--- src/rtl/prbs_checker_qi_pkg.sv ---
// PRBS9 constants, generator seeds and lane state encoding shared by the I/Q checker.
package prbs_pkg;

  localparam int PRBS_W = 9;
  localparam int TAP_A  = 4;
  localparam int TAP_B  = 8;

  localparam logic [PRBS_W-1:0] SEED_I = 9'b010101011;
  localparam logic [PRBS_W-1:0] SEED_Q = 9'b111111110;

  typedef logic [0:0] lane_state_t;
  localparam lane_state_t SEARCH = 1'b0;
  localparam lane_state_t LOCKED = 1'b1;

  // x[n] = x[n-5] ^ x[n-9] with hist[0] holding x[n-1]
  function automatic logic prbs9_pred(input logic [PRBS_W-1:0] hist);
    return hist[TAP_A] ^ hist[TAP_B];
  endfunction

endpackage

--- src/rtl/prbs_checker_qi_if.sv ---
// Bit-strobe, control and status bundle between the PRBS I/Q checker and its driver.
interface prbs_checker_qi_if #(
  parameter int CNT_W = 32
);
  logic             i_enable;
  logic             i_valid;
  logic             i_bitI;
  logic             i_bitQ;
  logic             i_clear;
  logic             o_lockI;
  logic             o_lockQ;
  logic             o_errI;
  logic             o_errQ;
  logic [CNT_W-1:0] o_bitCntI;
  logic [CNT_W-1:0] o_bitCntQ;
  logic [CNT_W-1:0] o_errCntI;
  logic [CNT_W-1:0] o_errCntQ;

  modport master (
    output i_enable, i_valid, i_bitI, i_bitQ, i_clear,
    input  o_lockI, o_lockQ, o_errI, o_errQ,
    input  o_bitCntI, o_bitCntQ, o_errCntI, o_errCntQ
  );

  modport slave (
    input  i_enable, i_valid, i_bitI, i_bitQ, i_clear,
    output o_lockI, o_lockQ, o_errI, o_errQ,
    output o_bitCntI, o_bitCntQ, o_errCntI, o_errCntQ
  );
endinterface

--- src/rtl/prbs_checker_qi_lane.sv ---
// One PRBS9 checker lane: search/lock FSM, history, block loss-of-lock and counters.
// Counters are built only with PRBS_CHK_COUNTERS_EN; otherwise they read 0 and i_clear is ignored.
//
// state  | meaning
// SEARCH | history follows received bits, counting consecutive correct predictions
// LOCKED | history self-advances, mismatches flagged and counted per block
module prbs9_lane_chk
  import prbs_pkg::*;
#(
  parameter int LOCK_CNT  = 16,
  parameter int BLOCK_LEN = 64,
  parameter int LOSS_THR  = 8,
  parameter int CNT_W     = 32
) (
  input  logic             clock,
  input  logic             i_reset_n,
  input  logic             i_enable,
  input  logic             i_valid,
  input  logic             i_bit,
  input  logic             i_clear,
  output logic             o_lock,
  output logic             o_err,
  output logic [CNT_W-1:0] o_bit_cnt,
  output logic [CNT_W-1:0] o_err_cnt
);

  localparam int MW = $clog2(LOCK_CNT + 1);
  localparam int BW = $clog2(BLOCK_LEN + 1);
  localparam int EW = $clog2(LOSS_THR + 1);
  localparam int FW = $clog2(PRBS_W + 1);

  localparam logic [MW-1:0] MATCH_LAST = MW'(LOCK_CNT - 1);
  localparam logic [BW-1:0] BLK_LOAD   = BW'(BLOCK_LEN - 1);
  localparam logic [EW-1:0] ERR_LIMIT  = EW'(LOSS_THR);
  localparam logic [FW-1:0] FILL_FULL  = FW'(PRBS_W);

  lane_state_t       r_state;
  logic [PRBS_W-1:0] r_hist;
  logic [MW-1:0]     r_match;
  logic [FW-1:0]     r_fill;
  logic [BW-1:0]     r_blk_rem;
  logic [EW-1:0]     r_blk_err;
  logic              r_err;

  logic              w_accept;
  logic              w_pred;
  logic              w_miss;
  logic              w_filled;
  logic              w_lock_hit;
  logic              w_count;
  logic [PRBS_W-1:0] w_hist_rx;
  logic [PRBS_W-1:0] w_hist_self;
  logic [EW-1:0]     w_err_sum;

  assign w_accept    = i_enable & i_valid;
  assign w_pred      = prbs9_pred(r_hist);
  assign w_miss      = i_bit ^ w_pred;
  assign w_hist_rx   = {r_hist[PRBS_W-2:0], i_bit};
  assign w_hist_self = {r_hist[PRBS_W-2:0], w_pred};
  assign w_filled    = (r_fill == FILL_FULL);
  // predictions only count once the history holds real bits, and a zero history never locks
  assign w_lock_hit  = w_filled & ~w_miss & (r_match == MATCH_LAST) & (|w_hist_rx);
  assign w_err_sum   = r_blk_err + EW'(w_miss);
  assign w_count     = w_accept & (r_state == LOCKED);

  always_ff @(posedge clock or negedge i_reset_n) begin
    if (!i_reset_n) begin
      r_state   <= SEARCH;
      r_hist    <= '0;
      r_match   <= '0;
      r_fill    <= '0;
      r_blk_rem <= '0;
      r_blk_err <= '0;
      r_err     <= 1'b0;
    end else begin
      r_err <= 1'b0;
      if (w_accept) begin
        if (r_fill != FILL_FULL) r_fill <= r_fill + 1'b1;
        case (r_state)
          SEARCH: begin
            r_hist <= w_hist_rx;
            if (w_lock_hit) begin
              r_state   <= LOCKED;
              r_match   <= '0;
              r_blk_rem <= BLK_LOAD;
              r_blk_err <= '0;
            end else if (w_filled && !w_miss) begin
              if (r_match != MATCH_LAST) r_match <= r_match + 1'b1;
            end else begin
              r_match <= '0;
            end
          end
          LOCKED: begin
            r_hist <= w_hist_self;
            r_err  <= w_miss;
            if (w_err_sum == ERR_LIMIT) begin
              r_state <= SEARCH;
              r_match <= '0;
            end else if (r_blk_rem == '0) begin
              r_blk_rem <= BLK_LOAD;
              r_blk_err <= '0;
            end else begin
              r_blk_rem <= r_blk_rem - 1'b1;
              r_blk_err <= w_err_sum;
            end
          end
          default: r_state <= SEARCH;
        endcase
      end
    end
  end

  assign o_lock = (r_state == LOCKED);
  assign o_err  = r_err;

`ifdef PRBS_CHK_COUNTERS_EN
  logic [CNT_W-1:0] r_bit_cnt;
  logic [CNT_W-1:0] r_err_cnt;

  always_ff @(posedge clock or negedge i_reset_n) begin
    if (!i_reset_n) begin
      r_bit_cnt <= '0;
      r_err_cnt <= '0;
    end else if (i_clear) begin
      r_bit_cnt <= '0;
      r_err_cnt <= '0;
    end else if (w_count) begin
      if (~&r_bit_cnt)          r_bit_cnt <= r_bit_cnt + 1'b1;
      if (w_miss && ~&r_err_cnt) r_err_cnt <= r_err_cnt + 1'b1;
    end
  end

  assign o_bit_cnt = r_bit_cnt;
  assign o_err_cnt = r_err_cnt;
`else
  logic w_unused;
  assign w_unused  = i_clear ^ w_count;
  assign o_bit_cnt = '0;
  assign o_err_cnt = '0;
`endif

endmodule

--- src/rtl/prbs_checker_qi.sv ---
// Dual-lane PRBS9 checker for I and Q; the lanes are independent instances.
// Optional counters are enabled with PRBS_CHK_COUNTERS_EN.
module prbs_checker_qi
  import prbs_pkg::*;
#(
  parameter int LOCK_CNT  = 16,
  parameter int BLOCK_LEN = 64,
  parameter int LOSS_THR  = 8,
  parameter int CNT_W     = 32
) (
  input  logic             clock,
  input  logic             i_reset_n,
  prbs_checker_qi_if.slave bus
);

  prbs9_lane_chk #(
    .LOCK_CNT  (LOCK_CNT),
    .BLOCK_LEN (BLOCK_LEN),
    .LOSS_THR  (LOSS_THR),
    .CNT_W     (CNT_W)
  ) u_lane_i (
    .clock     (clock),
    .i_reset_n (i_reset_n),
    .i_enable  (bus.i_enable),
    .i_valid   (bus.i_valid),
    .i_bit     (bus.i_bitI),
    .i_clear   (bus.i_clear),
    .o_lock    (bus.o_lockI),
    .o_err     (bus.o_errI),
    .o_bit_cnt (bus.o_bitCntI),
    .o_err_cnt (bus.o_errCntI)
  );

  prbs9_lane_chk #(
    .LOCK_CNT  (LOCK_CNT),
    .BLOCK_LEN (BLOCK_LEN),
    .LOSS_THR  (LOSS_THR),
    .CNT_W     (CNT_W)
  ) u_lane_q (
    .clock     (clock),
    .i_reset_n (i_reset_n),
    .i_enable  (bus.i_enable),
    .i_valid   (bus.i_valid),
    .i_bit     (bus.i_bitQ),
    .i_clear   (bus.i_clear),
    .o_lock    (bus.o_lockQ),
    .o_err     (bus.o_errQ),
    .o_bit_cnt (bus.o_bitCntQ),
    .o_err_cnt (bus.o_errCntQ)
  );

endmodule

--- src/flat_wrapper.sv ---
// flat-port wrapper written by rule: the top's interface ports become plain ports
module prbs_checker_qi_flat import prbs_pkg::*;
#(
  parameter int LOCK_CNT  = 16,
  parameter int BLOCK_LEN = 64,
  parameter int LOSS_THR  = 8,
  parameter int CNT_W     = 32
)
  (clock, i_reset_n, bus_i_enable, bus_i_valid, bus_i_bitI, bus_i_bitQ, bus_i_clear, bus_o_lockI, bus_o_lockQ, bus_o_errI, bus_o_errQ, bus_o_bitCntI, bus_o_bitCntQ, bus_o_errCntI, bus_o_errCntQ);
  prbs_checker_qi_if #(.CNT_W(CNT_W)) bus_i ();
  input  logic clock;
  input  logic i_reset_n;
  input wire logic [$bits(bus_i.i_enable)-1:0] bus_i_enable;
  input wire logic [$bits(bus_i.i_valid)-1:0] bus_i_valid;
  input wire logic [$bits(bus_i.i_bitI)-1:0] bus_i_bitI;
  input wire logic [$bits(bus_i.i_bitQ)-1:0] bus_i_bitQ;
  input wire logic [$bits(bus_i.i_clear)-1:0] bus_i_clear;
  output wire logic [$bits(bus_i.o_lockI)-1:0] bus_o_lockI;
  output wire logic [$bits(bus_i.o_lockQ)-1:0] bus_o_lockQ;
  output wire logic [$bits(bus_i.o_errI)-1:0] bus_o_errI;
  output wire logic [$bits(bus_i.o_errQ)-1:0] bus_o_errQ;
  output wire logic [$bits(bus_i.o_bitCntI)-1:0] bus_o_bitCntI;
  output wire logic [$bits(bus_i.o_bitCntQ)-1:0] bus_o_bitCntQ;
  output wire logic [$bits(bus_i.o_errCntI)-1:0] bus_o_errCntI;
  output wire logic [$bits(bus_i.o_errCntQ)-1:0] bus_o_errCntQ;
  assign bus_i.i_enable = bus_i_enable;
  assign bus_i.i_valid = bus_i_valid;
  assign bus_i.i_bitI = bus_i_bitI;
  assign bus_i.i_bitQ = bus_i_bitQ;
  assign bus_i.i_clear = bus_i_clear;
  assign bus_o_lockI = bus_i.o_lockI;
  assign bus_o_lockQ = bus_i.o_lockQ;
  assign bus_o_errI = bus_i.o_errI;
  assign bus_o_errQ = bus_i.o_errQ;
  assign bus_o_bitCntI = bus_i.o_bitCntI;
  assign bus_o_bitCntQ = bus_i.o_bitCntQ;
  assign bus_o_errCntI = bus_i.o_errCntI;
  assign bus_o_errCntQ = bus_i.o_errCntQ;
  prbs_checker_qi #(.LOCK_CNT(LOCK_CNT), .BLOCK_LEN(BLOCK_LEN), .LOSS_THR(LOSS_THR), .CNT_W(CNT_W)) u_core (.clock(clock), .i_reset_n(i_reset_n), .bus(bus_i));
endmodule
--- config.mk ---
export PLATFORM = sky130hd
export DESIGN_NAME = prbs_checker_qi_flat
export DESIGN_NICKNAME = d
export VERILOG_FILES = /design/src/rtl/prbs_checker_qi_pkg.sv /design/src/rtl/prbs_checker_qi_if.sv /design/src/rtl/prbs_checker_qi_lane.sv /design/src/rtl/prbs_checker_qi.sv /design/src/flat_wrapper.sv
export SDC_FILE = /design/constraint.sdc
export NUM_CORES = 1
export LEC_CHECK = 0
export ABC_AREA = 0
export BUFFER_PORTS_ARGS = -buffer_cell sky130_fd_sc_hd__buf_2
export CAP_MARGIN = 20
export CORE_MARGIN = 4
export CORE_UTILIZATION = 35
export CTS_CLUSTER_DIAMETER = 100
export DETAILED_ROUTE_END_ITERATION = 7
export HOLD_SLACK_MARGIN = 0.03
export MAX_ROUTING_LAYER = met4
export SETUP_SLACK_MARGIN = 0.3
export SLEW_MARGIN = 10
export SYNTH_ARGS = -nofsm -noshare
export SYNTH_HDL_FRONTEND = slang
export SYNTH_SLANG_ARGS = --single-unit
--- constraint.sdc ---
create_clock -name clock -period 4.1 [get_ports clock]
set_input_delay 0.82 -clock clock [delete_from_list [all_inputs] [get_ports clock]]
set_output_delay 0.82 -clock clock [all_outputs]
set_load 0.01 [all_outputs]
==> flow_results.org <==
** Clock tree
- Post-CTS setup repair buffer count :: 0
- After clock tree synthesis, the flow added hold-fix buffers numbering 0.
- Clock tree synthesis selected as its root buffer the cell sky130_fd_sc_hd__clkbuf_16.
- After clock tree synthesis, the clock-pin slew on the worst setup and hold paths is about 0.050 ns.
- Gates resized during post-CTS repair numbered 0.
- Number of buffers on the longest clock path :: 2
- Maximum level of the CTS H-tree :: 3
- The clock drives 62 sinks.
- Number of buffers inserted during clock tree synthesis :: 9
- At the later pin of the worst-skew pair, clock insertion delay measures roughly 0.32 ns.
- TritonCTS built the clock tree.

** STA
- Across all hold checks on the routed design, the worst slack comes to ~0.48 ns.
- Setup violations, final :: 0
- Transition time of the tightest slew-check pin :: 0.8718 ns
- Final Hold Violating Endpoints :: 0
- The total count of max-transition violations in the final report was 0.
- Across the routed clock network, the largest skew measured is about 0.0070 ns.
- Subtracting the final worst setup slack from the clock period gives between 2 and 3 ns.
- Setup repair after global routing left no endpoint under its margin.
- For this run, the top clock speed supported by timing is 0.3479 GHz.
- In this run the tightest slew margin relative to its limit is 0.4188.
- Final cycle utilization of the critical path :: 0.7012
- Setup slack of the critical path after layout :: between 1 and 1.5 ns
- Adding up every negative setup slack in the final design gives 0 ns.

** Floorplanning
- The initial utilization of the core area, before any placement, comes to 0.3572.
- Number of cell rows :: 40
- During I/O placement, the number of pins put on the boundary was roughly 140.
- The floorplan step set the die height to roughly 120 um.
- The floorplan step defined a die boundary enclosing ~14000 um2.
- The floorplan step defined a core boundary enclosing between 10000 and 15000 um2.
- The die is around 120 um wide.

** Cells and area
- Layout cell share with drive strength beyond 1 :: 0.08434
- Final-stage net count :: about 520
- Compared with the post-synthesis result, the final layout area differs by -0.6443%.
- Counting the fill cells in the layout gives 1191.

** Power and ir drop
- P_leak :: around 2.1 nW
- For this design the ratio of total power to cell area is 521.4 nW/um2.
- VDD IR max :: approximately 0.24 mV

** Logic synthesis
- Synthesized instance count :: slightly below 500
- Share of the yosys chip area belonging to registers :: 0.3631
- Cell area after technology mapping :: 4273 um2
- Dominant cells by area after synthesis :: sky130_fd_sc_hd__dfrtp_1 36%, sky130_fd_sc_hd__buf_4 23%, sky130_fd_sc_hd__nand2_1 6.7%
- The share of synthesized area in the top cell type comes to 0.3631.
- The largest total area in the synthesized netlist belongs to sky130_fd_sc_hd__dfrtp_1.
- Synth Warn # :: 0
- Avg Inst Size Synth :: between 8 and 9 um2
- Number of flops mapped to enable cells by yosys :: 0
- Top flip-flop cell by instance count after synthesis :: sky130_fd_sc_hd__dfrtp_1
- In this run, distinct cell masters in the synthesized netlist total 53.
- Register bit total from synthesis :: 62
- In the synthesized netlist the async set-or-reset flop fraction comes to 1.000.

** Setup path
- For the worst setup path, the data required time is between 4 and 5 ns.
- Data arrival at the endpoint of the critical path :: between 3 and 4 ns
- Worst reg2reg startpoint :: u_core.u_lane_q.r_hist[4]
- CP Capture Type :: flop
- Critical path startpoint :: u_core.u_lane_q.r_hist[4]
- The worst setup path is launched from a flop.
- Maximum fanout along the worst path :: 12
- The setup path with the least slack is of type flop to flop.

** Detailed routing
- Wire length per cell :: around 11 um
- For this run, the detailed router's first-pass iteration total came to 4.
- The detailed router finished its first iteration with 134 violations.
- Final routed DRC violation total :: 0
- The detail route stage leaves a number of antenna-violating nets equal to 0.
- Summing over every cut layer, the via total after detailed routing is roughly 2800.
- Routed via count divided by cell count :: around 4.4
- Summed over all layers, the routed wires come to 7.209 mm.

** Min path
- In this run the most critical hold path is launched from u_core.u_lane_q.r_fill[3].
- HP Class :: flop to flop

** Placed design
- Dpl hpwl :: between 5 and 6 mm
- Worst slack at placement :: a little over 0.9 ns
- The congestion estimate from routability-driven global placement came to about 0.80.
- Buffers placed on the I/O ports in this run total 9.

** Global routing
- The initial antenna violation count came to 1.
- The via count of the first global-routing pass is ~2500.
- Total routing resource utilization after global routing :: 0.1011
- Largest net degree at the start of global routing :: 40
- First-pass GRT wire length :: approximately 12 mm
- Gr ovfl total :: 0

** Run
- Max-capacitance violation count :: 0

** Run status
- Status :: completed
-- worst paths after layout --
check	slack [ns]	depth (start not counted)	to
setup / recovery	1.23	5	u_core.u_lane_q.r_blk_rem[2]
hold / removal	0.48	1	u_core.u_lane_q.r_fill[3]
setup reg to reg	1.23	5	u_core.u_lane_q.r_blk_rem[2]
hold reg to reg	0.48	1	u_core.u_lane_q.r_fill[3]
max in group asynchronous	2.51	3	u_core.u_lane_q.o_lock
min in group asynchronous	0.62	1	u_core.u_lane_i.o_err
-- area by class of cell --
type / instances / area [um2] / area share
inverters: 21 / 78.83 / 0.01857
repair buffers: 15 / 90.09 / 0.02122
clock buffers: 15 / 257.7 / 0.06071
diodes: 1 / 2.502 / 0.0005894
flip-flops and latches: 62 / 1551 / 0.3655
clock inverters: 1 / 5.005 / 0.001179
multi-input cells: 384 / 2076 / 0.4889
well taps: 147 / 183.9 / 0.04332
-- worst max-delay path: stages, from the launching register on --
cell	delay, ns
sky130_fd_sc_hd__dfrtp_1	0.46
sky130_fd_sc_hd__xor3_1	0.43
sky130_fd_sc_hd__or4_1	0.59
sky130_fd_sc_hd__a311o_1	0.49
sky130_fd_sc_hd__and2_1	0.39
sky130_fd_sc_hd__o32a_1	0.40
-- cell usage in the layout, fill, tap and decap left out, types with 8 or more instances in the layout --
master	Yosys	layout
sky130_fd_sc_hd__conb_1	1	128
sky130_fd_sc_hd__nand3_1	12	12
sky130_fd_sc_hd__dfrtp_1	62	62
sky130_fd_sc_hd__o21ai_0	22	22
sky130_fd_sc_hd__ha_1	16	16
sky130_fd_sc_hd__nor3_1	8	8
sky130_fd_sc_hd__clkbuf_16	0	9
sky130_fd_sc_hd__inv_1	21	21
sky130_fd_sc_hd__buf_2	0	9
sky130_fd_sc_hd__a21oi_1	17	17
sky130_fd_sc_hd__nand2_1	76	76
sky130_fd_sc_hd__nor2_1	19	19
-- registers in the layout, indices dropped and copies added (netlist names) --
register and count:
u_core.u_lane_i.o_err 1, u_core.u_lane_i.o_lock 1, u_core.u_lane_i.r_blk_err 4, u_core.u_lane_i.r_blk_rem 7, u_core.u_lane_i.r_fill 4, u_core.u_lane_i.r_hist 9, u_core.u_lane_i.r_match 5, u_core.u_lane_q.o_err 1
u_core.u_lane_q.o_lock 1, u_core.u_lane_q.r_blk_err 4, u_core.u_lane_q.r_blk_rem 7, u_core.u_lane_q.r_fill 4, u_core.u_lane_q.r_hist 9, u_core.u_lane_q.r_match 5
-- power by group --
group | switching (W) | leakage (nW) | internal (W)
combinational | 0.000345 | 1.20 | 0.000243
sequential | 0.000175 | 0.779 | 0.000780
clock | 0.000246 | 0.128 | 0.000425
-- synthesized netlist by cell type, drive strengths merged (8+ instances only) --
cell    count
nand2      76
ha         16
nand3      12
a21oi      17
clkbuf      9
dfrtp      62
nor3        8
buf       131
inv        21
nor2       19
o21ai      22
-- cells by family after synthesis --
logic type               count (synthesis)  synth area share
other                                    1         0.0008776
XOR/XNOR                                10           0.02782
adder cells (fa/ha/maj)                 16           0.04685
multiplexers                             6           0.01523
buffers and inverters                  162            0.2627
AO/OA/AOI/OAI                           74            0.1195
AND/OR/NAND/NOR                        150            0.1640
flip-flops                              62            0.3631
-- routing by layer --
metal / global-route usage / part of all wire / routed length, um / vias up
met5: - / 0 / 0 / -
met4: 0.04634 / 0.020 / 141 / 0
met3: 0.01866 / 0.055 / 395 / 8
met2: 0.1551 / 0.46 / 3319 / 96
met1: 0.1301 / 0.47 / 3353 / 1351
li1: - / - / - / 1391
-- metrics by stage --
| step | cell area [um2] | power [W] | instances | util |
|---|---|---|---|---|
| after global routing | 4245 | 0.002379 | 646 | 0.3549 |
| after floorplan | 4750 | 0.001494 | 608 | - |
| after detailed placement | 3980 | 0.001553 | 629 | 0.3327 |
| after CTS | 4243 | 0.002238 | 645 | 0.3547 |
| final | 4245 | 0.002213 | 646 | 0.3549 |
| after global placement | 3980 | 0.001519 | 629 | 0.3327 |
(Power assumes the default switching activity.)
